### src/rtl/mem_arb_pkg.sv
// mem_arb_pkg: shared definitions for the data-memory arbiter.
//   arb_state_t : arbiter FSM states (IDLE, ISSUE, WAIT, RESP)
//   PORT_CPU    : index of the CPU load/store port (port 0)
//   PORT_LDR    : index of the program loader/debug port (port 1)
//   CNT_W       : wait-counter width, wide enough for LATENCY-1 with LATENCY <= 4
package mem_arb_pkg;

  typedef enum logic [1:0] {
    IDLE  = 2'd0,
    ISSUE = 2'd1,
    WAIT  = 2'd2,
    RESP  = 2'd3
  } arb_state_t;

  localparam logic PORT_CPU = 1'b0;
  localparam logic PORT_LDR = 1'b1;

  localparam int CNT_W = 2;

endpackage

### src/rtl/arb_pick.sv
// arb_pick: combinational winner selector for the two-port memory arbiter.
//   req0, req1 : pending requests of port 0 (CPU) and port 1 (loader)
//   last       : index of the port granted most recently
//   winner     : index of the port to grant now
// Build option: MEM_ARB_ROUND_ROBIN_EN selects round-robin on ties; without it
// port 0 always wins a tie. A lone requester always wins in either build.
module arb_pick
  import mem_arb_pkg::*;
(
  input  logic req0,
  input  logic req1,
  input  logic last,
  output logic winner
);

`ifndef MEM_ARB_ROUND_ROBIN_EN
  // Fixed priority has no use for the history bit.
  logic unused_last;
  assign unused_last = last;
`endif

  always_comb begin
    winner = PORT_CPU;
    if (req0 && req1) begin
`ifdef MEM_ARB_ROUND_ROBIN_EN
      winner = ~last;
`else
      winner = PORT_CPU;
`endif
    end else if (req1) begin
      winner = PORT_LDR;
    end
  end

endmodule

### src/rtl/mem_arbiter.sv
// mem_arbiter: serialises word accesses from the CPU port (0) and the
// loader/debug port (1) onto a single-port data memory, one transaction at a
// time.
//   clk, rst                    : rising-edge clock, asynchronous active-low reset
//   req*/we*/addr*/wdata*       : requester inputs, held until the matching ack
//   ack*/rdata*                 : one-cycle completion pulse and held read data
//   stall                       : req0 & ~ack0, combinational CPU stall
//   mem_en/mem_we/mem_addr/
//   mem_wdata/mem_rdata         : registered memory controls and read data
// Build option: MEM_ARB_ROUND_ROBIN_EN (tie-breaking inside arb_pick).
module mem_arbiter
  import mem_arb_pkg::*;
#(
  parameter int ADDR_W  = 32,
  parameter int DATA_W  = 32,
  parameter int LATENCY = 1
) (
  input  logic              clk,
  input  logic              rst,
  input  logic              req0,
  input  logic              req1,
  input  logic              we0,
  input  logic              we1,
  input  logic [ADDR_W-1:0] addr0,
  input  logic [ADDR_W-1:0] addr1,
  input  logic [DATA_W-1:0] wdata0,
  input  logic [DATA_W-1:0] wdata1,
  output logic              ack0,
  output logic              ack1,
  output logic [DATA_W-1:0] rdata0,
  output logic [DATA_W-1:0] rdata1,
  output logic              stall,
  output logic              mem_en,
  output logic              mem_we,
  output logic [ADDR_W-3:0] mem_addr,
  output logic [DATA_W-1:0] mem_wdata,
  input  logic [DATA_W-1:0] mem_rdata
);

  localparam logic [CNT_W-1:0] CNT_LOAD = CNT_W'(LATENCY - 1);

  arb_state_t        state_reg, state_next;
  logic [CNT_W-1:0]  cnt_reg;
  logic              last_reg;
  logic              win_reg;
  logic              mem_en_reg, mem_we_reg;
  logic [ADDR_W-3:0] mem_addr_reg;
  logic [DATA_W-1:0] mem_wdata_reg;
  logic              ack0_reg, ack1_reg;
  logic [DATA_W-1:0] rdata0_reg, rdata1_reg;

  logic pick;
  logic grant;
  logic capture;

  // Byte-lane bits are not used: every access is a whole word.
  logic unused_addr_bits;
  assign unused_addr_bits = ^{addr0[1:0], addr1[1:0]};

  arb_pick u_pick (
    .req0   (req0),
    .req1   (req1),
    .last   (last_reg),
    .winner (pick)
  );

  assign grant = (state_reg == IDLE) && (req0 || req1);

  always_comb begin
    state_next = state_reg;
    capture    = 1'b0;
    case (state_reg)
      IDLE: begin
        if (req0 || req1) state_next = ISSUE;
      end
      ISSUE: begin
        // With single-cycle latency the issue cycle is also the capture cycle.
        if (LATENCY == 1) begin
          capture    = 1'b1;
          state_next = RESP;
        end else begin
          state_next = WAIT;
        end
      end
      WAIT: begin
        // Counter was loaded with LATENCY-1; the cycle that takes it to zero
        // is the one where the memory data is valid.
        if (cnt_reg == CNT_W'(1)) begin
          capture    = 1'b1;
          state_next = RESP;
        end
      end
      RESP: begin
        state_next = IDLE;
      end
      default: state_next = IDLE;
    endcase
  end

  always_ff @(posedge clk or negedge rst) begin
    if (!rst) begin
      state_reg     <= IDLE;
      cnt_reg       <= '0;
      last_reg      <= PORT_LDR;
      win_reg       <= PORT_CPU;
      mem_en_reg    <= 1'b0;
      mem_we_reg    <= 1'b0;
      mem_addr_reg  <= '0;
      mem_wdata_reg <= '0;
      ack0_reg      <= 1'b0;
      ack1_reg      <= 1'b0;
      rdata0_reg    <= '0;
      rdata1_reg    <= '0;
    end else begin
      state_reg  <= state_next;
      mem_en_reg <= grant;
      // The memory control registers double as the request latch, so the
      // requester's later input changes never reach the memory.
      if (grant) begin
        win_reg       <= pick;
        last_reg      <= pick;
        mem_we_reg    <= pick ? we1 : we0;
        mem_addr_reg  <= pick ? addr1[ADDR_W-1:2] : addr0[ADDR_W-1:2];
        mem_wdata_reg <= pick ? wdata1 : wdata0;
      end else begin
        mem_we_reg <= 1'b0;
      end
      if (state_reg == ISSUE) begin
        cnt_reg <= CNT_LOAD;
      end else if (state_reg == WAIT) begin
        cnt_reg <= cnt_reg - CNT_W'(1);
      end
      ack0_reg <= capture && (win_reg == PORT_CPU);
      ack1_reg <= capture && (win_reg == PORT_LDR);
      if (capture) begin
        if (win_reg == PORT_CPU) rdata0_reg <= mem_rdata;
        else                     rdata1_reg <= mem_rdata;
      end
    end
  end

  assign ack0      = ack0_reg;
  assign ack1      = ack1_reg;
  assign rdata0    = rdata0_reg;
  assign rdata1    = rdata1_reg;
  assign stall     = req0 & ~ack0_reg;
  assign mem_en    = mem_en_reg;
  assign mem_we    = mem_we_reg;
  assign mem_addr  = mem_addr_reg;
  assign mem_wdata = mem_wdata_reg;

endmodule

### config.mk
export PLATFORM = sky130hd
export DESIGN_NAME = mem_arbiter
export DESIGN_NICKNAME = d
export VERILOG_FILES = /design/src/rtl/mem_arb_pkg.sv /design/src/rtl/arb_pick.sv /design/src/rtl/mem_arbiter.sv
export SDC_FILE = /design/constraint.sdc
export NUM_CORES = 1
export LEC_CHECK = 0
export ABC_AREA = 1
export ABC_CLOCK_PERIOD_IN_PS = 1900
export CAP_MARGIN = 20
export CORE_MARGIN = 5
export CORE_UTILIZATION = 30
export CTS_BUF_LIST = sky130_fd_sc_hd__clkbuf_8
export DETAILED_ROUTE_END_ITERATION = 7
export GPL_TIMING_DRIVEN = 0
export SYNTH_ARGS = -nofsm -noshare
export SYNTH_HDL_FRONTEND = slang
export SYNTH_SLANG_ARGS = --single-unit
### constraint.sdc
create_clock -name clk -period 1.9 [get_ports clk]
set_input_delay 0.19 -clock clk [delete_from_list [all_inputs] [get_ports clk]]
set_output_delay 0.19 -clock clk [all_outputs]
set_load 0.02 [all_outputs]
==> impl_metrics.json <==
{
  "status": "complete, no violations",
  "synth_seq_cells": 135,
  "dp_hpwl_um": 17500,
  "core_area_um2": 20900,
  "synth_top_cell_by_area": "dfrtp_1",
  "ir_worst_vdd_uv": 832,
  "cts_setup_buffers": 0,
  "vias": 6511,
  "layout_commonest_cell": "nand2_1",
  "cts_tree": "done",
  "hold_class": "input pin to async pin",
  "cts_buffer_depth": 2,
  "layout_setup_ws_ns": 0.133,
  "end_kind": "flip-flop",
  "synth_nets": 972,
  "arrival_ns": 2.15,
  "die_height_um": 155,
  "skew_ns": 0.0140,
  "area_growth_pct": 58.4,
  "synthTopCellsByArea": "dfrtp_1 53%, nand2_1 27%, nand4_1 6.3%, nand3_1 5.1%, buf_2 3.5%",
  "slew_viol_final": 0,
  "syn_area_per_cell_um2": 7.91,
  "cap_violations": 0,
  "rrSetupSlack_ns": 0.13,
  "io_buffers": 292,
  "slew_headroom_pct": 60.5,
  "synth_top_area_share_pct": 53.3,
  "ant_nets": 0,
  "ys_warn_count": 0,
  "post-route-drc-count": 0,
  "leakagePower_uw": 0.00498,
  "vias_per_cell": 4.63,
  "rows": 53,
  "drt_first_pass_iters": 4,
  "r2r_cells": 6,
  "post-route-period-util_pct": 93.0,
  "timing.fmax_mhz": 566,
  "gp_congestion": 0.842,
  "path_class": "flip-flop to flip-flop",
  "cts_made_buffers": 17,
  "wirelength_um": 23400,
  "initial_core_util_pct": 30.3,
  "layout_common_cells": "448 x nand2_1, 290 x clkdlybuf4s50_1, 135 x dfrtp_1, 65 x nand3_1, 64 x nand4_1",
  "fin_crit_ns": 1.77,
  "grt_pass1_vias": 6448,
  "overflow": 0,
  "startpoint_type": "flip-flop",
  "synth_cell_types": 19,
  "drive_gt1_share_pct": 8.16,
  "drt_iter0_markers": 408,
  "cts.sinks": 135,
  "rsz0062_at_grt": "no",
  "clkTransAtPathRegs_ns": 0.08,
  "power_density_nw_per_um2": 1640,
  "required_ns": 2.28,
  "antenna_found_initial": 3,
  "nNetsFinal": 1285,
  "crit_fanout": 10,
  "grt_first_pass_wirelength_um": 36100,
  "wl_per_cell_um": 16.7,
  "total_power_uw": 16500,
  "synthCells": 801,
  "synthesis.area_um2": 6340,
  "setup_viol": 0,
  "tightest_slew_ns": 0.592,
  "rr_startpoint": "state_reg[0]",
  "ys_seq_area_share_pct": 53.3,
  "reg2reg_to": "rdata0[1]",
  "grt_max_degree": 78,
  "io_pins": 297,
  "insertion_delay_ns": 0.45,
  "die_w_um": 155,
  "dp_slack_ns": -0.273,
  "cts_root_buf": "clkbuf_8",
  "dieArea_um2": 24100,
  "htreeDepth": 4,
  "grt_use_total_pct": 19.1,
  "hold_viol": 0
}
per-layer routing:
layer	part of all wire, %	wire length, µm	up-vias	GRT usage (%)
met5	0	0	-	0
met3	5.4	1270	43	4.67
met1	44	10400	3061	25.2
li1	-	-	3206	-
met2	47	11100	201	30.4
met4	3.0	709	0	7.29
final cells by class:
cell class	count	area (µm²)
clock buffers	17	234
repair buffers	294	2960
fillers	2048	10900
diodes	3	7.51
plain buffers	60	357
multi-input cells	596	2570
clock inverters	15	155
flip-flops and latches	135	3380
inverters	10	37.5
well taps	275	344
through the flow:
step | util, % | hold WS (ns) | std cells | cell area (µm²) | setup TNS (ns)
6_report | 48.0 | 0.270 | 1405 | 10000 | 0
4_1_cts | 48.0 | 0.283 | 1402 | 10000 | 0
2_1_floorplan | - | -0.106 | 801 | 6340 | 0
3_5_place_dp | 46.1 | 0.207 | 1369 | 9630 | -0.273
5_1_grt | 48.0 | 0.298 | 1405 | 10000 | 0
3_3_place_gp | 46.0 | 0.453 | 1368 | 9600 | -713.59
synth_stat cells:
cell type,n
a21oi_1,2
buf_2,44
buf_4,1
clkbuf_1,8
clkbuf_8,7
dfrtp_1,135
ha_1,5
inv_1,9
inv_2,1
nand2_1,448
nand2_4,1
nand3_1,65
nand3_2,1
nand3b_1,1
nand4_1,64
nor2_1,4
nor2_4,1
o21ai_0,3
o21ai_4,1
critical path, cell delays in order, from the launching register on:
cell and delay [ns]:
dfrtp_1 0.42, inv_1 0.09, ha_1 0.29, buf_2 0.18, clkbuf_1 0.45, nand4_1 0.18, nand2_1 0.10
worst max path at each step:
stage / start / to / slack [ns] / cells after the start
floorplan: state_reg[0] / rdata0[24] / 0.47 / 7
global placement: rst / mem_addr[0] / -5.30 / 1
detailed placement: req0 / stall / -0.27 / 6
CTS: req0 / stall / 0.008 / 6
global route: state_reg[0] / rdata0[1] / 0.002 / 6
finish: state_reg[0] / rdata0[1] / 0.13 / 6
kinds of logic after synthesis:
logic type | count (synthesis) | share of synthesized area, %
AO/OA/AOI/OAI | 6 | 0.652
adder cells (fa/ha/maj) | 5 | 0.987
AND/OR/NAND/NOR | 585 | 38.9
flip-flops | 135 | 53.3
buffers and inverters | 70 | 6.18
what timing repair did:
item,CTS,global route
endpoints found under the hold margin,58,0
cloned,0,0
setup endpoints to repair,1,2
resized for setup,1,3
hold buffers,1,0
power breakdown:
part	total, µW	internal (µW)	switching, µW
Sequential	5000	4270	733
Clock	2400	1090	1310
Combinational	9080	3740	5340
Power figures use the tool's default switching activity.
